--- config.mk ---
export PLATFORM = sky130hd
export DESIGN_NAME = tick_timer_arbiter_flat
export DESIGN_NICKNAME = d
export VERILOG_FILES = /design/src/rtl/tick_timer_arbiter_if.sv /design/src/rtl/tick_timer_arbiter.sv /design/src/flat_wrapper.sv
export SDC_FILE = /design/constraint.sdc
export NUM_CORES = 1
export LEC_CHECK = 0
export CAP_MARGIN = 20
export CORE_ASPECT_RATIO = 1.4
export CORE_MARGIN = 10
export CORE_UTILIZATION = 35
export CTS_CLUSTER_DIAMETER = 80
export DETAILED_ROUTE_END_ITERATION = 8
export SLEW_MARGIN = 20
export SYNTH_ARGS = -nofsm -noshare
export SYNTH_HDL_FRONTEND = slang
export SYNTH_SLANG_ARGS = --single-unit
--- constraint.sdc ---
create_clock -name clk -period 3.03 [get_ports clk]
set_input_delay 0.4545 -clock clk [delete_from_list [all_inputs] [get_ports clk]]
set_output_delay 0.4545 -clock clk [all_outputs]
set_load 0.005 [all_outputs]
--- src/rtl/tick_timer_arbiter_if.sv ---
// rtl/tick_timer_arbiter_if.sv - requester-side bundle for the shared tick timer
// Optional pause input is present only when TIMER_PAUSE_EN is defined.
interface tick_timer_arbiter_if #(
    parameter int NUM_REQ = 4,
    parameter int DUR_W   = 8
);
    logic [NUM_REQ-1:0]       req;
    logic [NUM_REQ*DUR_W-1:0] dur;
`ifdef TIMER_PAUSE_EN
    logic                     pause;
`endif
    logic [NUM_REQ-1:0]       grant;
    logic [NUM_REQ-1:0]       done;
    logic                     busy;
    logic [DUR_W-1:0]         remaining;
    logic                     tick;

    modport master (
        output req, dur,
`ifdef TIMER_PAUSE_EN
        output pause,
`endif
        input  grant, done, busy, remaining, tick
    );

    modport slave (
        input  req, dur,
`ifdef TIMER_PAUSE_EN
        input  pause,
`endif
        output grant, done, busy, remaining, tick
    );
endinterface

--- src/rtl/tick_timer_arbiter.sv ---
// rtl/tick_timer_arbiter.sv - round-robin shared prescaled countdown timer
// Optional feature macro: TIMER_PAUSE_EN (freezes the running countdown).
module tick_timer_arbiter #(
    parameter int NUM_REQ  = 4,
    parameter int DUR_W    = 8,
    parameter int PRESCALE = 1000
) (
    input  logic               clk,
    input  logic               reset,
    tick_timer_arbiter_if.slave bus
);
    localparam int IDX_W = (NUM_REQ > 1) ? $clog2(NUM_REQ) : 1;
    localparam int CNT_W = (PRESCALE > 1) ? $clog2(PRESCALE) : 1;

    typedef enum logic [1:0] {IDLE, RUN, DONE} state_t;

    state_t             state, state_nxt;
    logic [IDX_W-1:0]   owner, last, sel_idx, cand;
    logic               sel_valid;
    logic [DUR_W-1:0]   rem, dur_sel;
    logic [CNT_W-1:0]   cnt;
    logic [NUM_REQ-1:0] owner_oh;
    logic               tick_int, paused, owner_req;

`ifdef TIMER_PAUSE_EN
    assign paused = bus.pause;
`else
    assign paused = 1'b0;
`endif

    // Search starts just past the last served index so every requester gets a turn.
    always_comb begin
        sel_valid = 1'b0;
        sel_idx   = last;
        cand      = last;
        for (int i = 1; i <= NUM_REQ; i++) begin
            cand = IDX_W'((int'(last) + i) % NUM_REQ);
            if (!sel_valid && bus.req[cand]) begin
                sel_valid = 1'b1;
                sel_idx   = cand;
            end
        end
    end

    always_comb begin
        dur_sel = '0;
        for (int i = 0; i < NUM_REQ; i++) begin
            if (sel_idx == IDX_W'(i)) dur_sel = bus.dur[i*DUR_W +: DUR_W];
        end
    end

    assign owner_oh  = {{(NUM_REQ-1){1'b0}}, 1'b1} << owner;
    assign owner_req = bus.req[owner];
    assign tick_int  = (state == RUN) && (cnt == CNT_W'(PRESCALE-1)) && !paused;

    always_ff @(posedge clk) begin
        if (reset) state <= IDLE;
        else       state <= state_nxt;
    end

    always_comb begin
        state_nxt     = state;
        bus.grant     = '0;
        bus.done      = '0;
        bus.busy      = (state != IDLE);
        bus.remaining = '0;
        bus.tick      = tick_int;
        case (state)
            IDLE: begin
                if (sel_valid) state_nxt = (dur_sel == '0) ? DONE : RUN;
            end
            RUN: begin
                bus.grant     = owner_oh;
                bus.remaining = rem;
                // Withdrawal beats a final tick in the same cycle: no done for an abandoned request.
                if (!owner_req)                          state_nxt = IDLE;
                else if (tick_int && rem == DUR_W'(1))   state_nxt = DONE;
            end
            DONE: begin
                bus.done  = owner_oh;
                state_nxt = IDLE;
            end
            default: state_nxt = IDLE;
        endcase
    end

    always_ff @(posedge clk) begin
        if (reset) begin
            owner <= '0;
            last  <= IDX_W'(NUM_REQ-1);
            rem   <= '0;
            cnt   <= '0;
        end else begin
            case (state)
                IDLE: begin
                    cnt <= '0;
                    if (sel_valid) begin
                        owner <= sel_idx;
                        rem   <= dur_sel;
                    end
                end
                RUN: begin
                    if (!owner_req) begin
                        last <= owner;
                        rem  <= '0;
                        cnt  <= '0;
                    end else if (!paused) begin
                        if (tick_int) begin
                            cnt <= '0;
                            if (rem != '0) rem <= rem - DUR_W'(1);
                        end else begin
                            cnt <= cnt + CNT_W'(1);
                        end
                    end
                end
                DONE: begin
                    last <= owner;
                    rem  <= '0;
                    cnt  <= '0;
                end
                default: begin
                    rem <= '0;
                    cnt <= '0;
                end
            endcase
        end
    end
endmodule
--- src/flat_wrapper.sv ---
// flat-port wrapper written by rule: the top's interface ports become plain ports
module tick_timer_arbiter_flat 
#(
    parameter int NUM_REQ  = 4,
    parameter int DUR_W    = 8,
    parameter int PRESCALE = 1000
)
  (clk, reset, bus_req, bus_dur, bus_grant, bus_done, bus_busy, bus_remaining, bus_tick);
  tick_timer_arbiter_if #(.NUM_REQ(NUM_REQ), .DUR_W(DUR_W)) bus_i ();
  input  logic clk;
  input  logic reset;
  input wire logic [$bits(bus_i.req)-1:0] bus_req;
  input wire logic [$bits(bus_i.dur)-1:0] bus_dur;
  output wire logic [$bits(bus_i.grant)-1:0] bus_grant;
  output wire logic [$bits(bus_i.done)-1:0] bus_done;
  output wire logic [$bits(bus_i.busy)-1:0] bus_busy;
  output wire logic [$bits(bus_i.remaining)-1:0] bus_remaining;
  output wire logic [$bits(bus_i.tick)-1:0] bus_tick;
  assign bus_i.req = bus_req;
  assign bus_i.dur = bus_dur;
  assign bus_grant = bus_i.grant;
  assign bus_done = bus_i.done;
  assign bus_busy = bus_i.busy;
  assign bus_remaining = bus_i.remaining;
  assign bus_tick = bus_i.tick;
  tick_timer_arbiter #(.NUM_REQ(NUM_REQ), .DUR_W(DUR_W), .PRESCALE(PRESCALE)) u_core (.clk(clk), .reset(reset), .bus(bus_i));
endmodule
# Word level (Yosys, flattened, before mapping)
# Index checks and enable logic that the tools add are counted.
dict set report op_classes {
  eq_ne 12
  shift 1
  magnitude_cmp 5
  mux 37
  n_reduce_logical 19
  bitwise 2
  add_sub_neg 6
}
# op n
set ops {}
lappend ops {{2-to-1 mux 8 bit} 9}
lappend ops {{2-to-1 mux 2 bit} 9}
lappend ops {{one-hot mux 8 bit (2 select lines)} 1}
lappend ops {{< comparator 2 x 3 -> 1 bit, second input constant} 5}
lappend ops {{adder 10 x 1 -> 10 bit, second input constant} 1}
lappend ops {{binary-select mux 1 bit (select 2 bit)} 5}
lappend ops {{== test 10 bit, second input constant} 1}
lappend ops {{2-to-1 mux 1 bit} 9}
lappend ops {{== test 8 x 1 -> 1 bit, second input constant} 1}
lappend ops {{logical NOT 8 bit} 1}
lappend ops {{2-to-1 mux 4 bit} 2}
lappend ops {{one-hot mux 2 bit (2 select lines)} 2}
lappend ops {{nonzero test 8 bit} 1}
lappend ops {{subtractor 8 x 1 -> 8 bit, second input constant} 1}
lappend ops {{== test 2 bit, second input constant} 3}
lappend ops {{inequality test 3 bit, second input constant} 2}
lappend ops {{AND reduction 2 bit} 3}
lappend ops {{logical AND 1 bit} 5}
lappend ops {{adder 2 x 1 -> 2 bit, second input constant} 2}
lappend ops {{adder 2 bit, second input constant} 2}
lappend ops {{== test 2 x 1 -> 1 bit, second input constant} 2}
lappend ops {{logical NOT 2 bit} 2}
lappend ops {{nonzero test 2 bit} 2}
lappend ops {{OR reduction 4 bit} 1}
lappend ops {{7 further kinds} 10}
dict set report totals {
  ff_bits 24
  inputBits 38
  elab_cells 87
  output_inout_bits 18
}

# Logic depth before layout (Yosys ltp)
dict set report depth {
  depth_word 22
  ltp_mapped 10
  ltp_nobuf 9
}

# Worst setup path after synthesis
# No wires, ideal clock.
dict set report synth_timing {
  kind {input -> register}
  from {input bus_req[3]}
  to {register u_core.state[1]}
  stages 10
  setup_time_ns 0.087
  path_buffers 2
  arrival_time_ns 2.272
  path_slack_ns 0.671
  t_required_ns 2.943
  cell_sequence {nor3_2 > a31oi_4 > and2_4 > buf_6 > buf_8 > a211oi_1 > o22ai_1 > or4_1 > o21ai_1 > nor4b_4}
}
dict set report synth_via {
  elab_chain_len 21
  elab_cells_between_ends 40
  classes_between {5 x eq/ne; 26 x mux; 9 x reduce/logical}
}
# item line_no
set synth_lines {}
lappend synth_lines {{start: declaration} flat_wrapper.sv:12} ;# input wire logic [$bits(bus_i.req)-1:0] bus_req;
lappend synth_lines {{binary-select mux 1 bit (select 2 bit)} tick_timer_arbiter.sv:38} ;# if (!sel_valid && bus.req[cand]) begin
lappend synth_lines {{2-to-1 mux 1 bit (implied by the code)} tick_timer_arbiter.sv:38}
lappend synth_lines {{2-to-1 mux 1 bit} tick_timer_arbiter.sv:38}
lappend synth_lines {{logical NOT 1 bit} tick_timer_arbiter.sv:38}
lappend synth_lines {{logical AND 1 bit} tick_timer_arbiter.sv:38}
lappend synth_lines {{2-to-1 mux 1 bit} tick_timer_arbiter.sv:38}
lappend synth_lines {{logical NOT 1 bit} tick_timer_arbiter.sv:38}
lappend synth_lines {{logical AND 1 bit} tick_timer_arbiter.sv:38}
lappend synth_lines {{2-to-1 mux 1 bit} tick_timer_arbiter.sv:38}
lappend synth_lines {{logical NOT 1 bit} tick_timer_arbiter.sv:38}
lappend synth_lines {{logical AND 1 bit} tick_timer_arbiter.sv:38}
lappend synth_lines {{2-to-1 mux 2 bit} tick_timer_arbiter.sv:38}
lappend synth_lines {{logical NOT 2 bit} tick_timer_arbiter.sv:48} ;# if (sel_idx == IDX_W'(i)) dur_sel = bus.dur[i*DUR_W +: DUR_W];
lappend synth_lines {{2-to-1 mux 8 bit (4 in a row)} tick_timer_arbiter.sv:48}
lappend synth_lines {{logical NOT 8 bit} tick_timer_arbiter.sv:70} ;# if (sel_valid) state_nxt = (dur_sel == '0) ? DONE : RUN;
lappend synth_lines {{2-to-1 mux 2 bit (2 in a row)} tick_timer_arbiter.sv:70}
lappend synth_lines {{one-hot mux 2 bit (2 select lines)} tick_timer_arbiter.sv:68} ;# case (state)
lappend synth_lines {{end signal: assignment} tick_timer_arbiter.sv:58} ;# else state <= state_nxt;
lappend synth_lines {{end: declaration} tick_timer_arbiter.sv:17} ;# state_t state, state_nxt;
# Several ways; a longest one is shown, not always the timed one. The select of a mux whose other input is x is not followed.
# A chain may end at the register's enable or synchronous reset.

# Worst setup path after layout
dict set report layout_timing {
  from {input bus_req[1]}
  to {register u_core.state[1]}
}
# The elaborated chain is that of the path after synthesis.

==> results.txt <==
RSZ-0062 raised after global routing - no
Global route total overflow - 0
CTS tree - yes
Worst reg2reg endpoint - u_core.state[1]
Synth async-reset ratio - 0%
Maximum Capacitance Violations - 0
Crit Path Class - primary input to register
GRT Util Overall - 13.03%
First-pass iteration count of the detailed router - 4
Num Clock Sinks - 24
Register-to-register setup slack - 0.39 ns
Worst Skew - 0.002922 ns
Fin crit share - 94.38%
Share of layout cells above drive strength 1 - 14.53%
Syn_nets - 264
Via density - 5.119
FP Rows - 30
Post-Synth Adder-Cell Area - 2.123%
#FFs+latches synth - 24
Crit Reg-Reg Startpoint - u_core.last[1]
Ys Warns - 0
Reg2reg path depth - 8
Worst-path cell chain - clkdlybuf4s50_1, buf_4, nand2_1, a21oi_1, or3_1, a211oi_1, o22ai_1, or4_1, o21ai_1, nor4b_4
First-pass GRT wire length - 9.094 mm
Slew Limit Fails - 0
Die Y - 104.1 um
Initial antenna violation count - 0
Boundary Pins - 56
Worst-path clk slew - 0.08 ns
EDFF count, synth - 0
Largest family of logic cells by synthesized area - compound AO/OA/AOI/OAI gates
Worst vdd ir - 331.3 uV
DP Cell Count - 354
Post-layout nets - 339
Worst-Skew Late Latency - 0.27 ns
Die width - 80.07 um
HPWL after detailed placement - 4.361 mm
Vias in the first global route - 1825
Residual DRC - 0
Final design utilization - 52.90%
Largest net degree at the start of global routing - 18
Synth Area in XOR/XNOR - 5.945%
Share of the synthesized area in the top cell type - 27.18%
Setup-failing EPs final - 0
Root buf cell - clkbuf_8
Worst-Margin Slew - 0.5610 ns
Post-Layout Cell Count - 360
Achievable Freq - 349.7 MHz
Hold-critical path depth - 1
Starting Density - 36.23%
Outcome - complete, no violations
Die area - 8334 um2
Final Wtd Congestion - 0.7823
Post-synthesis instance total - 223
Seq/Total Area, Yosys - 27.18%
Simple-gate share of the synthesized area - 26.68%
Slew HR - 62.48%
Layout fillers - 486
Syn_area_per_cell - 7.928 um2
Max incr delay on CP - 0.57 ns
P per Cell Area - 526.6 nW/um2
Clock Tree Buf Depth - 2
Port-buffer cells - 55
Post-Syn Area - 1768 um2
Synth Area in Compound Gates - 29.30%
Wire length per cell - 15.49 um
Final wirelength - 5.577 mm
Critical Path RT - 3.21 ns
Largest cells by area after synthesis - dfxtp_1, a211oi_1, nor2_1
Lkg Pwr - 0.0009316 uW
Area growth, synth to finish - 46.00%
Critical Path Fanout Max - 8
Multiplexer share of the synthesized area - 2.406%
Core box area - 4880 um2
Inserted Clock Buffers - 3
Diode count - 0
Vias - 1843
Min cycle time layout - 2.860 ns
Cell variety after synth - 48
Worst min path class - register to register
Fin. Hold Viols - 0
CP arrival - 3.04 ns
Crit path from - bus_req[1]
ANT nets after route - 0
Crit. End Element - register
Crit path max-delay cell type - or4_1
Min-delay src - u_core.cnt[0]
Top_reg_cell synth - dfxtp_1
Synth area leader - dfxtp_1
Hold worst-path end - u_core.cnt[0]
H-tree Lvls - 1
Crit path launch type - primary input
Initial DRC Count - 85
[power breakdown]
group          switching (uW)  internal, uW
clock                     103          89.0
sequential               64.3           362
combinational             365           376
[worst max-delay path by stage]
stage,endpoint,slack (ns)
floorplan,u_core.state[1],0.67
global placement,u_core.state[1],-0.1
detailed placement,u_core.state[1],-0.18
CTS,u_core.state[1],0.08
global route,u_core.state[1],0.02
finish,u_core.state[1],0.17
[kinds of logic after synthesis]
family,count (synthesis)
AND/OR/NAND/NOR,94
AO/OA/AOI/OAI,67
flip-flops,24
buffers and inverters,20
XOR/XNOR,12
multiplexers,3
adder cells (fa/ha/maj),3
[per-layer routing]
metal / global-route usage, % / routed length, um / up-vias
met4: 3.283 / 77 / 0
met1: 15.40 / 2430 / 841
li1: - / - / 955
met3: 2.682 / 245 / 6
met2: 22.74 / 2823 / 41
met5: 0 / 0 / -
[metrics by stage]
| stage | hold slack, ns | area (um2) | setup TNS [ns] | power (uW) | setup WS (ns) |
|---|---|---|---|---|---|
| 2_1_floorplan | 0.4132 | 1768 | 0 | 888.6 | 0.6712 |
| 3_3_place_gp | 0.4337 | 2492 | -0.1456 | 1146 | -0.09757 |
| 3_5_place_dp | 0.4351 | 2492 | -0.2701 | 1146 | -0.1750 |
| 4_1_cts | 0.4535 | 2534 | 0 | 1347 | 0.07895 |
| 5_1_grt | 0.4687 | 2581 | 0 | 1459 | 0.01764 |
| 6_report | 0.4467 | 2581 | 0 | 1359 | 0.1703 |
[cell usage in the layout, fill, tap and decap left out, types with 4 or more instances in the layout]
cell             synthesis  routed
a211oi_1                19      18
inv_1                    8       8
dfxtp_1                 24      24
nand2b_1                 8       8
a21oi_1                  7       7
nor2_1                  38      38
a21boi_0                14      14
xnor2_1                  8       8
buf_4                    1      25
clkdlybuf4s50_1          0      55
nor3_1                  11      11
o22ai_1                  4       4
nand2_1                 11      11
nand3_1                  7       7
a211oi_2                 4       5
xor2_1                   4       4
[worst max-delay path: cells and delay by family]
kind	cells	cell delay (ns)
and+or+nand+nor	4	1.35
buffers and inverters	2	0.58
AOI/OAI and AO/OA	4	0.66
[what timing repair did]
action / in CTS / in global routing
setup buffers: 0 / 3
hold buffers: 0 / 0
endpoints found under the setup margin: 0 / 2
gates resized for setup: 0 / 2
[cells in the mapped netlist (2+ instances only)]
library cell,number
clkbuf_1,6
a211oi_1,19
xnor2_1,8
a21oi_1,7
or4_1,3
xor2_1,4
dfxtp_1,24
a211oi_2,4
o22ai_1,4
mux2i_1,2
nor3_1,11
ha_1,3
nand3_1,7
o21a_1,2
nor4_1,2
a21boi_1,2
buf_6,3
and2_1,3
inv_1,8
nand2_1,11
a22oi_1,3
nand2b_1,8
o32ai_1,3
nor2b_1,2
nor2_1,38
a21boi_0,14
[state kept, by name, indices dropped and copies added (netlist names)]
| register | cells |
|---|---|
| u_core.cnt | 10 |
| u_core.owner | 2 |
| u_core.state | 2 |
| u_core.last | 2 |
| u_core.rem | 8 |
[cell type report]
class | count | area (um2) | share of cell area (%)
repair buffers | 81 | 758.2 | 29.37
flip-flops and latches | 24 | 480.5 | 18.61
clock buffers | 3 | 41.29 | 1.600
well taps | 64 | 80.08 | 3.102
inverters | 9 | 33.78 | 1.309
multi-input cells | 179 | 1187 | 46.00
(Power assumes the default switching activity.)
